**config.mk**
```make
export PLATFORM = sky130hd
export DESIGN_NAME = imem_loader
export DESIGN_NICKNAME = d
export VERILOG_FILES = /design/src/rtl/imem_loader.sv
export SDC_FILE = /design/constraint.sdc
export NUM_CORES = 1
export LEC_CHECK = 0
export CAP_MARGIN = 20
export CELL_PAD_IN_SITES_DETAIL_PLACEMENT = 2
export CELL_PAD_IN_SITES_GLOBAL_PLACEMENT = 2
export CORE_MARGIN = 4
export CORE_UTILIZATION = 33
export DETAILED_ROUTE_END_ITERATION = 10
export GPL_ROUTABILITY_DRIVEN = 0
export PLACE_DENSITY = 0.95
export SLEW_MARGIN = 5
export SYNTH_ARGS = -nofsm -noshare
export SYNTH_HDL_FRONTEND = slang
export SYNTH_SLANG_ARGS = --single-unit
```
**constraint.sdc**
```tcl
create_clock -name clk_i -period 5.3 [get_ports clk_i]
set_clock_uncertainty 0.05 [all_clocks]
set_input_delay 1.06 -clock clk_i [delete_from_list [all_inputs] [get_ports clk_i]]
set_output_delay 1.06 -clock clk_i [all_outputs]
set_load 0.01 [all_outputs]
```
**src/rtl/imem_loader.sv**
```systemverilog
// UART boot loader: receives a big-endian word count followed by that many
// big-endian words and writes them into instruction memory from address 0.
module imem_loader #(
    parameter int MEM_BYTES      = 1024,
    parameter int TIMEOUT_CYCLES = 1000000
) (
    input  logic        clk_i,
    input  logic        rst_n_i,
    input  logic        start_i,
    input  logic        rx_valid_i,
    input  logic [7:0]  rx_data_i,
    input  logic [31:0] cpu_pc_i,
    output logic [31:0] imem_addr_o,
    output logic        imem_we_o,
    output logic [31:0] imem_wdata_o,
    output logic        cpu_stall_o,
    output logic        busy_o,
    output logic        done_o,
    output logic        error_o,
    output logic [31:0] words_loaded_o
);

    localparam int          MAX_WORDS = MEM_BYTES / 4;
    localparam int          TW        = $clog2(TIMEOUT_CYCLES + 1);
    localparam logic [31:0] LAST_PTR  = 32'(MEM_BYTES - 4);
    localparam logic [31:0] MAX_LEN   = 32'(MAX_WORDS);
    localparam logic [TW-1:0] TO_LIMIT = TW'(TIMEOUT_CYCLES);

    typedef enum logic [2:0] {IDLE, HDR, DATA, WRITE, DONE, ERR} state_t;

    state_t        state_q, state_d;
    logic [31:0]   len_q, len_d;
    logic [31:0]   buf_q, buf_d;
    logic [1:0]    bcnt_q, bcnt_d;
    logic [31:0]   ptr_q, ptr_d;
    logic [31:0]   words_q, words_d;
    logic [TW-1:0] to_q, to_d;

    logic [31:0]   hdr_word, data_word, words_inc;
    logic [TW-1:0] to_inc;
    logic          session;

    assign hdr_word  = {len_q[23:0], rx_data_i};
    assign data_word = {buf_q[23:0], rx_data_i};
    assign words_inc = words_q + 32'd1;
    assign to_inc    = to_q + 1'b1;

    always_comb begin
        state_d = state_q;
        len_d   = len_q;
        buf_d   = buf_q;
        bcnt_d  = bcnt_q;
        ptr_d   = ptr_q;
        words_d = words_q;
        to_d    = to_q;
        case (state_q)
            IDLE, DONE, ERR: begin
                if (start_i) begin
                    state_d = HDR;
                    len_d   = '0;
                    buf_d   = '0;
                    bcnt_d  = '0;
                    ptr_d   = '0;
                    words_d = '0;
                    to_d    = '0;
                end
            end
            HDR: begin
                if (rx_valid_i) begin
                    len_d  = hdr_word;
                    bcnt_d = bcnt_q + 2'd1;
                    to_d   = '0;
                    if (bcnt_q == 2'd3) begin
                        if (hdr_word == 32'd0)         state_d = DONE;
                        else if (hdr_word > MAX_LEN)   state_d = ERR;
                        else                           state_d = DATA;
                    end
                end else if (to_inc == TO_LIMIT) begin
                    state_d = ERR;
                    to_d    = to_inc;
                end else begin
                    to_d = to_inc;
                end
            end
            DATA: begin
                if (rx_valid_i) begin
                    buf_d  = data_word;
                    bcnt_d = bcnt_q + 2'd1;
                    to_d   = '0;
                    if (bcnt_q == 2'd3) state_d = WRITE;
                end else if (to_inc == TO_LIMIT) begin
                    state_d = ERR;
                    to_d    = to_inc;
                end else begin
                    to_d = to_inc;
                end
            end
            WRITE: begin
                words_d = words_inc;
                to_d    = '0;
                // Pointer parks on the last word so it never leaves the memory.
                if (ptr_q != LAST_PTR) ptr_d = ptr_q + 32'd4;
                if (words_inc == len_q) begin
                    state_d = DONE;
                end else begin
                    state_d = DATA;
                    // A byte landing during the write starts the next word.
                    if (rx_valid_i) begin
                        buf_d  = {24'd0, rx_data_i};
                        bcnt_d = 2'd1;
                    end
                end
            end
            default: state_d = IDLE;
        endcase
    end

    always_ff @(posedge clk_i) begin
        if (!rst_n_i) begin
            state_q <= IDLE;
            len_q   <= '0;
            buf_q   <= '0;
            bcnt_q  <= '0;
            ptr_q   <= '0;
            words_q <= '0;
            to_q    <= '0;
        end else begin
            state_q <= state_d;
            len_q   <= len_d;
            buf_q   <= buf_d;
            bcnt_q  <= bcnt_d;
            ptr_q   <= ptr_d;
            words_q <= words_d;
            to_q    <= to_d;
        end
    end

    assign session        = (state_q == HDR) || (state_q == DATA) || (state_q == WRITE);
    assign imem_addr_o    = session ? ptr_q : cpu_pc_i;
    assign imem_we_o      = (state_q == WRITE);
    assign imem_wdata_o   = (state_q == WRITE) ? buf_q : 32'd0;
    assign cpu_stall_o    = session;
    assign busy_o         = session;
    assign done_o         = (state_q == DONE);
    assign error_o        = (state_q == ERR);
    assign words_loaded_o = words_q;

endmodule

```
# [Word-level counts from Yosys, hierarchy flattened]
# Index checks and enable logic that the tools add are counted.
[classes] addsub=4 mul=0 div=0 magnitude_cmp=1 n_eq_ne=18 n_shift=0 muxes=30 n_bitwise=0 n_reduce_logical=17
[ops] cell="$mux 32" count=8
[ops] cell="$pmux 32 s2" count=3
[ops] cell="$pmux 32 s3" count=1
[ops] cell="$pmux 20 s3" count=1
[ops] cell="$mux 20" count=2
[ops] cell="$add 32x1->32 const B" count=1
[ops] cell="$add 32x3->32 const B" count=1
[ops] cell="$eq 32x32->1" count=1
[ops] cell="$gt 32x9->1 const B" count=1
[ops] cell="$logic_not 32->1" count=1
[ops] cell="$ne 32x10->1 const B" count=1
[ops] cell="$mux 3" count=9
[ops] cell="$add 20x1->20 const B" count=1
[ops] cell="$eq 20x20->1 const B" count=1
[ops] cell="$pmux 3 s4" count=1
[ops] cell="$ne 2x2->1 const B" count=5
[ops] cell="$reduce_and 5->1" count=2
[ops] cell="$reduce_and 3->1" count=3
[ops] cell="$mux 2" count=4
[ops] cell="$eq 3x2->1 const B" count=2
[ops] cell="$eq 3x3->1 const B" count=2
[ops] cell="$ne 3x3->1 const B" count=2
[ops] cell="$pmux 2 s3" count=1
[ops] cell="$reduce_bool 3->1" count=2
[ops] cell="other kinds (10)" count=14
[totals] register_bits=153 latch_bits=0 mem_bits_rw=0 mem_bits_ro=0 output_inout_bits=101 word_cells=77 mem_count=0

# [Longest topological paths before layout]
# Gate-level depths: netlist of the first run.
[logic_depth] word_depth=6 depth_mapped=13 ltp_nobuf=12

# [Least setup slack after synthesis of the first run]
# OpenSTA, ideal clock, no wires.
[synth_path] kind="register -> register" startpoint="reg words_q[0] (netlist: words_loaded_o[0])" endpoint="reg buf_q[2]" t_arrival_ns=3.009 path_slack_ns=2.122 path_stages_with_launch=13 path_buffers=2 period_less_slack_ns=3.178 cell_sequence="dfxtp_1 > ha_1 > and4_1 > nand3_1 > clkbuf_1 > or4_1 > xnor2_1 > nor4_2 > inv_1 > nor4_4 > a21oi_2 > buf_6 > mux2i_1"
[synth_between] elab_chain_len=4
[synth_rtl] element="start: declaration" line_no="36" text="logic [31:0] words_q, words_d;"
[synth_rtl] element="start signal: assignment" line_no="133" text="words_q <= words_d;"
[synth_rtl] element="$add 32x1->32" line_no="45" text="assign words_inc = words_q + 32'd1;"
[synth_rtl] element="$eq 32x32->1" line_no="103" text="if (words_inc == len_q) begin"
[synth_rtl] element="$ne 2x2->1 (no line)"
[synth_rtl] element="$reduce_and 5->1 (no line)"
[synth_rtl] element="end signal: assignment" line_no="130" text="buf_q <= buf_d;"
[synth_rtl] element="end: declaration" line_no="33" text="logic [31:0] buf_q, buf_d;"
# Every way passes these cells.
# A chain may end at the register's enable or synchronous reset.

# [Worst setup path after layout of the first run]
[layout_path] startpoint="reg words_q[0] (netlist: words_loaded_o[0])" endpoint="reg buf_q[6]"
# The elaborated chain is that of the path after synthesis.

==> impl_metrics.sql, run 1 <==
INSERT INTO impl_metrics (metric_group, metric, value, unit) VALUES
('run_status', 'status', 'completed', ''),
('routing', 'detailedRoute.firstPassIterationCount', '5', ''),
('cells_and_area', 'layout.filler_cells', '2841', ''),
('routing', 'drt-initial-drc-count', '859', ''),
('routing', 'dr_total_vias', '9901', ''),
('global_routing', 'grt_use_total', '29.7', '%'),
('routing', 'detail-route-antenna-nets', '0', ''),
('run', 'cap_viol_max_count', '0', ''),
('cts', 'cts-hold-fix-buffers', '0', ''),
('power_and_ir_drop', 'power.combinational.fraction', '16.4', '%'),
('timing', 'report.final.slew_viol_count', '0', ''),
('timing', 'setup_tns', '0', 'ns'),
('floorplanning', 'floorplan.die_area', '28800', 'sq um'),
('logic_synthesis', 'synth_area_leader_cell', 'dfxtp_1', ''),
('timing', 'final_hold_viol_count', '0', ''),
('place', 'placed_cell_area', '10300', 'sq um'),
('floorplanning', 'io_pins', '145', ''),
('logic_synthesis', 'synth-async-reset-ratio', '0', '%'),
('critical_path', 'r2r_start', 'words_loaded_o[0]$_SDFFE_PN0P_', ''),
('timing', 'grt_setup_unrepaired', 'no', ''),
('cells_and_area', 'drive_above_1_share', '5.71', '%'),
('critical_path', 'startpoint_type', 'register', ''),
('place', 'portBuffers', '144', ''),
('logic_synthesis', 'synth_warnings', '0', ''),
('critical_path', 'setup.worst_path.end_class', 'register', ''),
('floorplanning', 'coreArea', '25500', 'sq um'),
('logic_synthesis', 'register_area_share_after_synthesis', '35.1', '%'),
('logic_synthesis', 'synth_area_per_cell', '7.21', 'sq um'),
('logic_synthesis', 'post_syn_nets', '1245', ''),
('global_routing', 'gr-total-overflow', '0', ''),
('cells_and_area', 'syn2layout_area_growth', '26.6', '%'),
('logic_synthesis', 'post-synth-top-area-fraction', '35.1', '%'),
('cts', 'clk-insertion-delay-late', '0.45', 'ns'),
('routing', 'route.detailed.wl_per_inst', '26.8', 'microns'),
('cells_and_area', 'final_nets', '1350', ''),
('cts', 'postCtsSetupBuffers', '0', ''),
('power_and_ir_drop', 'power.share.switching', '31.7', '%'),
('timing', 'timing.final.crit_share', '85.7', '%'),
('power_and_ir_drop', 'internal_portion_of_total_power', '0.00199', 'W'),
('timing', 'timing.slew.headroom', '30.0', '%'),
('critical_path', 'cell_occurring_most_often_along_the_worst_timing_path', 'nand3_1', ''),
('cells_and_area', 'design_area', '10900', 'sq um'),
('min_path', 'min_from', 'buf_q[27]$_SDFFE_PN0P_', ''),
('power_and_ir_drop', 'cellLeakagePower', '3.84', 'nW'),
('critical_path', 'reg2reg_slack', '0.76', 'ns'),
('global_routing', 'grt_first_pass_wirelength', '67200', 'microns'),
('routing', 'post_route_drc', '0', ''),
('cts', 'cts_buffers', '17', ''),
('cts', 'clock_sinks', '151', ''),
('global_routing', 'grt_max_degree', '55', ''),
('min_path', 'worst_hold_path_type', 'register to register', ''),
('logic_synthesis', 'synth_edf_count', '0', ''),
('power_and_ir_drop', 'power_per_cell_area', '267', 'nW/um^2'),
('routing', 'vias_per_cell', '6.02', ''),
('routing', 'totalWireLength', '44000', 'microns'),
('critical_path', 'worst-setup-path-type', 'register to register', ''),
('critical_path', 'critical-path-max-stage-delay', '0.56', 'ns'),
('cts', 'cts.path.max_buffers', '2', ''),
('min_path', 'min_delay_path_depth', '2', ''),
('timing', 'worst-slew-pin-transition', '1.05', 'ns'),
('min_path', 'worst_hold_path.endpoint', 'buf_q[27]$_SDFFE_PN0P_', ''),
('power_and_ir_drop', 'power.share.sequential', '40.1', '%'),
('place', 'placedCellCount', '1608', ''),
('timing', 'timing.final.ws_setup', '0.760', 'ns'),
('critical_path', 'timing.rr.end', 'buf_q[6]$_SDFFE_PN0P_', ''),
('power_and_ir_drop', 'vdd_ir_drop_max', '0.000215', 'V'),
('cts', 'clock_tree_root_driver_cell', 'clkbuf_16', ''),
('cts', 'tritoncts', 'built', ''),
('cells_and_area', 'antenna-diode-count', '0', ''),
('place', 'post-place-ws', '0.894', 'ns'),
('logic_synthesis', 'synth_top_cells_by_area', 'dfxtp_1, nand2_1, a21oi_1, xnor2_1, nand3_1', '');
## cell families (layout without fill, tap and decap cells)
kind of cell,count (synthesis),count (layout),synth area share (%)
AOI/OAI and AO/OA,214,214,14.0
xor gates and xnor gates,77,77,7.82
adders and majority gates,5,5,0.726
buffers and inverters,86,204,4.08
DFF,151,151,35.1
muxes,12,12,1.41
and+or+nand+nor,651,651,36.9
## cell type report
class	instances	area [sq um]	share of cell area, %
flip-flops and latches	151	3020	27.7
clock buffers	18	439	4.02
clock inverters	14	141	1.30
multi-input cells	959	5270	48.3
inverters	11	41.3	0.378
well taps	330	413	3.78
repair buffers	161	1580	14.5
## critical path: cells and delay by family, from the launching register on
kind	cells	cell delay [ns]
DFF	1	0.51
adders and majority gates	1	0.40
AOI/OAI and AO/OA	1	0.12
muxes	1	0.25
xor gates and xnor gates	1	0.28
and+or+nand+nor	6	2.54
buffers and inverters	1	0.29
## synthesized netlist by cell type (all sizes together) (25+ instances only)
cell	n
and2	38
clkbuf	62
nor4	30
nand2	253
nand4	25
dfxtp	151
xor2	28
nand3	79
a21oi	101
nor2	103
o21ai	69
nor3	41
and3	27
xnor2	49
## power groups by stage
stage	logic, W	registers, W	clock network [W]
floorplan	0.000247	0.00118	0
detailed placement	0.000445	0.00119	0
CTS	0.000463	0.00117	0.00127
global route	0.000513	0.00117	0.00131
global placement	0.000420	0.00119	0
finish	0.000479	0.00117	0.00127
## worst max path at each step
stage                                               from                      to  slack [ns]  depth (start not counted)
after global placement                           start_i  ptr_q[30]$_SDFFE_PN0P_        1.16                         10
final                     words_loaded_o[0]$_SDFFE_PN0P_   buf_q[6]$_SDFFE_PN0P_        0.76                         11
after CTS                 words_loaded_o[0]$_SDFFE_PN0P_  buf_q[21]$_SDFFE_PN0P_        0.88                         11
after detailed placement                         start_i  ptr_q[30]$_SDFFE_PN0P_        0.89                         10
after global routing             state_q[1]$_SDFFE_PN0P_  ptr_q[30]$_SDFFE_PN0P_        0.60                         12
after floorplan           words_loaded_o[0]$_SDFFE_PN0P_   buf_q[2]$_SDFFE_PN0P_        2.12                         12
## placed cells by master (no fill, tap or decap), types with 25 or more instances in the layout
| master | netlist | layout |
|---|---|---|
| a21oi_1 | 100 | 98 |
| and2_1 | 38 | 38 |
| nand3_1 | 76 | 76 |
| nor3_1 | 40 | 39 |
| dfxtp_1 | 151 | 151 |
| xor2_1 | 28 | 28 |
| nand4_1 | 25 | 25 |
| nand2_1 | 252 | 252 |
| xnor2_1 | 49 | 49 |
| o21ai_0 | 44 | 44 |
| clkdlybuf4s50_1 | 0 | 144 |
| nor2_1 | 101 | 100 |
| and3_1 | 27 | 27 |
## through the flow
stage | total power [W] | util (%)
after floorplan | 0.00143 | -
after global placement | 0.00161 | 40.4
after detailed placement | 0.00164 | 40.4
after CTS | 0.00290 | 42.7
after global routing | 0.00300 | 42.8
final | 0.00291 | 42.8
## registers in the layout (all words and copies together), names as in the netlist
name and cells:
words_loaded_o 32, buf_q 32, bcnt_q 2, to_q 20
len_q 32, state_q 3, ptr_q 30
## routing by layer
layer / up-vias / GRT usage, % / routed length (microns)
met5: - / 0 / 0
met4: 0 / 15.9 / 2280
met3: 156 / 5.33 / 2410
met2: 442 / 52.4 / 22100
met1: 4951 / 33.9 / 17200
li1: 4352 / - / -
(Power assumes the default switching activity.)
==> run 2: changes to the inputs <==
--- a/config.mk
+++ b/config.mk
@@ -8,11 +8,11 @@
 export CAP_MARGIN = 20
 export CELL_PAD_IN_SITES_DETAIL_PLACEMENT = 2
 export CELL_PAD_IN_SITES_GLOBAL_PLACEMENT = 2
-export CORE_MARGIN = 4
 export CORE_UTILIZATION = 33
 export DETAILED_ROUTE_END_ITERATION = 10
 export GPL_ROUTABILITY_DRIVEN = 0
 export PLACE_DENSITY = 0.95
+export SETUP_SLACK_MARGIN = 0.5
 export SLEW_MARGIN = 5
 export SYNTH_ARGS = -nofsm -noshare
 export SYNTH_HDL_FRONTEND = slang
==> run 2 against run 1 <==
Sequential cell count is the same; final area grew 0.36%; combinational power up 2%; wire length shrank 0.94%; critical path depth stayed put; register-to-register slack got worse by 0.096 ns; first-iteration DRC count decreased by 5.9%; die area is 6.9% lower; clock power barely moved; highest routed layer unchanged.
==> impl_metrics.sql, run 2 (synthesis gave the netlist of run 1 again) <==
INSERT INTO impl_metrics (metric_group, metric, value, unit) VALUES
('cells_and_area', 'drive_above_1_share', '5.78', '%'),
('place', 'portBuffers', '144', ''),
('timing', 'timing.slew.headroom', '24.0', '%'),
('cts', 'clock_sinks', '151', ''),
('critical_path', 'setup.worst_path.end', 'buf_q[6]$_SDFFE_PN0P_', ''),
('timing', 'finalSetupViolations', '0', ''),
('cells_and_area', 'syn2layout_area_growth', '27.0', '%'),
('cts', 'cts-resized-gates', '0', ''),
('cells_and_area', 'antenna-diode-count', '0', ''),
('cts', 'worst_setup_hold_path_clk_slew', '0.08', 'ns'),
('critical_path', 'worst-setup-path-type', 'register to register', ''),
('routing', 'vias_per_cell', '6.10', ''),
('run_status', 'status', 'completed', ''),
('critical_path', 'worst_setup_path_startpoint', 'words_loaded_o[0]$_SDFFE_PN0P_', ''),
('power_and_ir_drop', 'finalPower', '0.00294', 'W'),
('cells_and_area', 'layout.cells.most_common', 'nand2_1', ''),
('floorplanning', 'chipHeight', '164', 'microns'),
('global_routing', 'grt_max_degree', '42', ''),
('critical_path', 'cp_data_required_time', '5.61', 'ns'),
('min_path', 'min_delay_path_depth', '2', ''),
('timing', 'setup_tns', '0', 'ns'),
('power_and_ir_drop', 'cellLeakagePower', '3.87', 'nW'),
('routing', 'route.detailed.wl_per_inst', '26.5', 'microns'),
('floorplanning', 'floorplan.die_area', '26800', 'sq um'),
('run', 'cap_viol_max_count', '0', ''),
('routing', 'totalWireLength', '43600', 'microns'),
('floorplanning', 'floorplan.initialDensity', '33.9', '%'),
('floorplanning', 'rows', '58', ''),
('routing', 'dr_total_vias', '10000', ''),
('routing', 'detailedRoute.firstPassIterationCount', '5', ''),
('timing', 'timing.final.crit_share', '87.5', '%'),
('timing', 'layout_min_cycle_time', '4.64', 'ns'),
('cts', 'clock_tree_root_driver_cell', 'clkbuf_16', ''),
('power_and_ir_drop', 'vdd_ir_drop_max', '0.000196', 'V'),
('global_routing', 'grt_antenna_before_repair', '0', ''),
('cts', 'htreeDepth', '4', ''),
('routing', 'post_route_drc', '0', ''),
('cts', 'cts_buffers', '17', ''),
('critical_path', 'startpoint_type', 'register', ''),
('cts', 'cts.path.max_buffers', '2', ''),
('floorplanning', 'die_width', '164', 'microns'),
('cts', 'cts-hold-fix-buffers', '0', ''),
('routing', 'drt-initial-drc-count', '808', ''),
('timing', 'grt_setup_unrepaired', 'no', ''),
('global_routing', 'grt_first_pass_wirelength', '66300', 'microns'),
('timing', 'worst-slew-pin-transition', '1.14', 'ns'),
('cells_and_area', 'layout.filler_cells', '2888', ''),
('critical_path', 'setup.worst_path.end_class', 'register', ''),
('power_and_ir_drop', 'power_per_cell_area', '268', 'nW/um^2'),
('critical_path', 'timing.reg2reg.worst_path_depth', '11', ''),
('critical_path', 'cp_data_arrival_time', '4.95', 'ns'),
('critical_path', 'reg2reg_slack', '0.66', 'ns'),
('critical_path', 'r2r_start', 'words_loaded_o[0]$_SDFFE_PN0P_', ''),
('global_routing', 'grt_pass1_vias', '10900', ''),
('floorplanning', 'coreArea', '25400', 'sq um'),
('cts', 'postCtsSetupBuffers', '0', ''),
('cells_and_area', 'design_area', '11000', 'sq um'),
('cells_and_area', 'layoutNonFillerInstCount', '1645', ''),
('timing', 'final_hold_viol_count', '0', ''),
('timing', 'fin_hold_ws', '0.410', 'ns'),
('place', 'dp.final_hpwl', '27000', 'microns'),
('timing', 'report.final.slew_viol_count', '0', ''),
('cells_and_area', 'most-common-layout-cells', 'nand2_1, dfxtp_1, clkdlybuf4s50_1, nor2_1, a21oi_1', ''),
('cells_and_area', 'final_nets', '1351', ''),
('cts', 'tritoncts', 'built', ''),
('routing', 'detail-route-antenna-nets', '0', ''),
('timing', 'fmax_achieved', '0.216', 'GHz'),
('cts', 'clk-insertion-delay-late', '0.46', 'ns'),
('floorplanning', 'io_pins', '145', ''),
('place', 'placed_cell_area', '10300', 'sq um'),
('min_path', 'worst_hold_path_type', 'register to register', ''),
('global_routing', 'grt_use_total', '32.4', '%'),
('critical_path', 'timing.rr.end', 'buf_q[6]$_SDFFE_PN0P_', ''),
('place', 'placedCellCount', '1612', ''),
('global_routing', 'gr-total-overflow', '0', ''),
('critical_path', 'critical_path_peak_fanout', '32', '');
-- run 2: where the power goes --
group	total [W]	internal (W)	leakage, nW	switching (W)
Combinational	0.000487	0.000175	2.36	0.000312
Sequential	0.00117	0.00114	1.22	0.0000235
Clock	0.00129	0.000638	0.293	0.000647
Total	0.00294	0.00196	3.87	0.000983
-- run 2: metal layers --
metal | global-route usage, % | vias up | wire length (microns)
met2 | 56.0 | 481 | 21400
met3 | 5.92 | 147 | 2610
li1 | - | 4355 | -
met1 | 37.8 | 5053 | 17500
met5 | 0 | - | 0
met4 | 17.3 | 0 | 2030
-- run 2: area by class of cell --
cell class | instances | area (sq um) | area share (%)
clock buffers | 17 | 425 | 3.88
clock inverters | 15 | 174 | 1.59
inverters | 11 | 41.3 | 0.377
multi-input cells | 959 | 5270 | 48.1
flip-flops and latches | 151 | 3020 | 27.6
well taps | 330 | 413 | 3.77
repair buffers | 162 | 1600 | 14.6
-- run 2: how the worst min path moves through the flow --
stage | slack [ns] | end | startpoint
detailed placement | 0.40 | buf_q[25]$_SDFFE_PN0P_ | buf_q[25]$_SDFFE_PN0P_
CTS | 0.41 | buf_q[27]$_SDFFE_PN0P_ | buf_q[27]$_SDFFE_PN0P_
global route | 0.43 | buf_q[27]$_SDFFE_PN0P_ | buf_q[27]$_SDFFE_PN0P_
floorplan | 0.37 | buf_q[24]$_SDFFE_PN0P_ | buf_q[24]$_SDFFE_PN0P_
global placement | 0.38 | buf_q[30]$_SDFFE_PN0P_ | buf_q[30]$_SDFFE_PN0P_
finish | 0.41 | buf_q[27]$_SDFFE_PN0P_ | buf_q[27]$_SDFFE_PN0P_
-- run 2: per-stage QoR --
step	util [%]	worst slack (ns)
4_1_cts	43.0	0.927
5_1_grt	43.1	0.539
3_3_place_gp	40.6	1.10
6_report	43.1	0.664
2_1_floorplan	-	2.12
3_5_place_dp	40.6	0.798
-- run 2: critical path, cell delays in order (launching register included) --
cell and delay, ns:
dfxtp_1 0.54, ha_1 0.40, and4_1 0.42, nand3_1 0.53
or4_1 0.75, and3_1 0.22, nor4_2 0.31, inv_1 0.15
nor4_4 0.45, a21oi_2 0.12, buf_4 0.29, mux2i_1 0.28
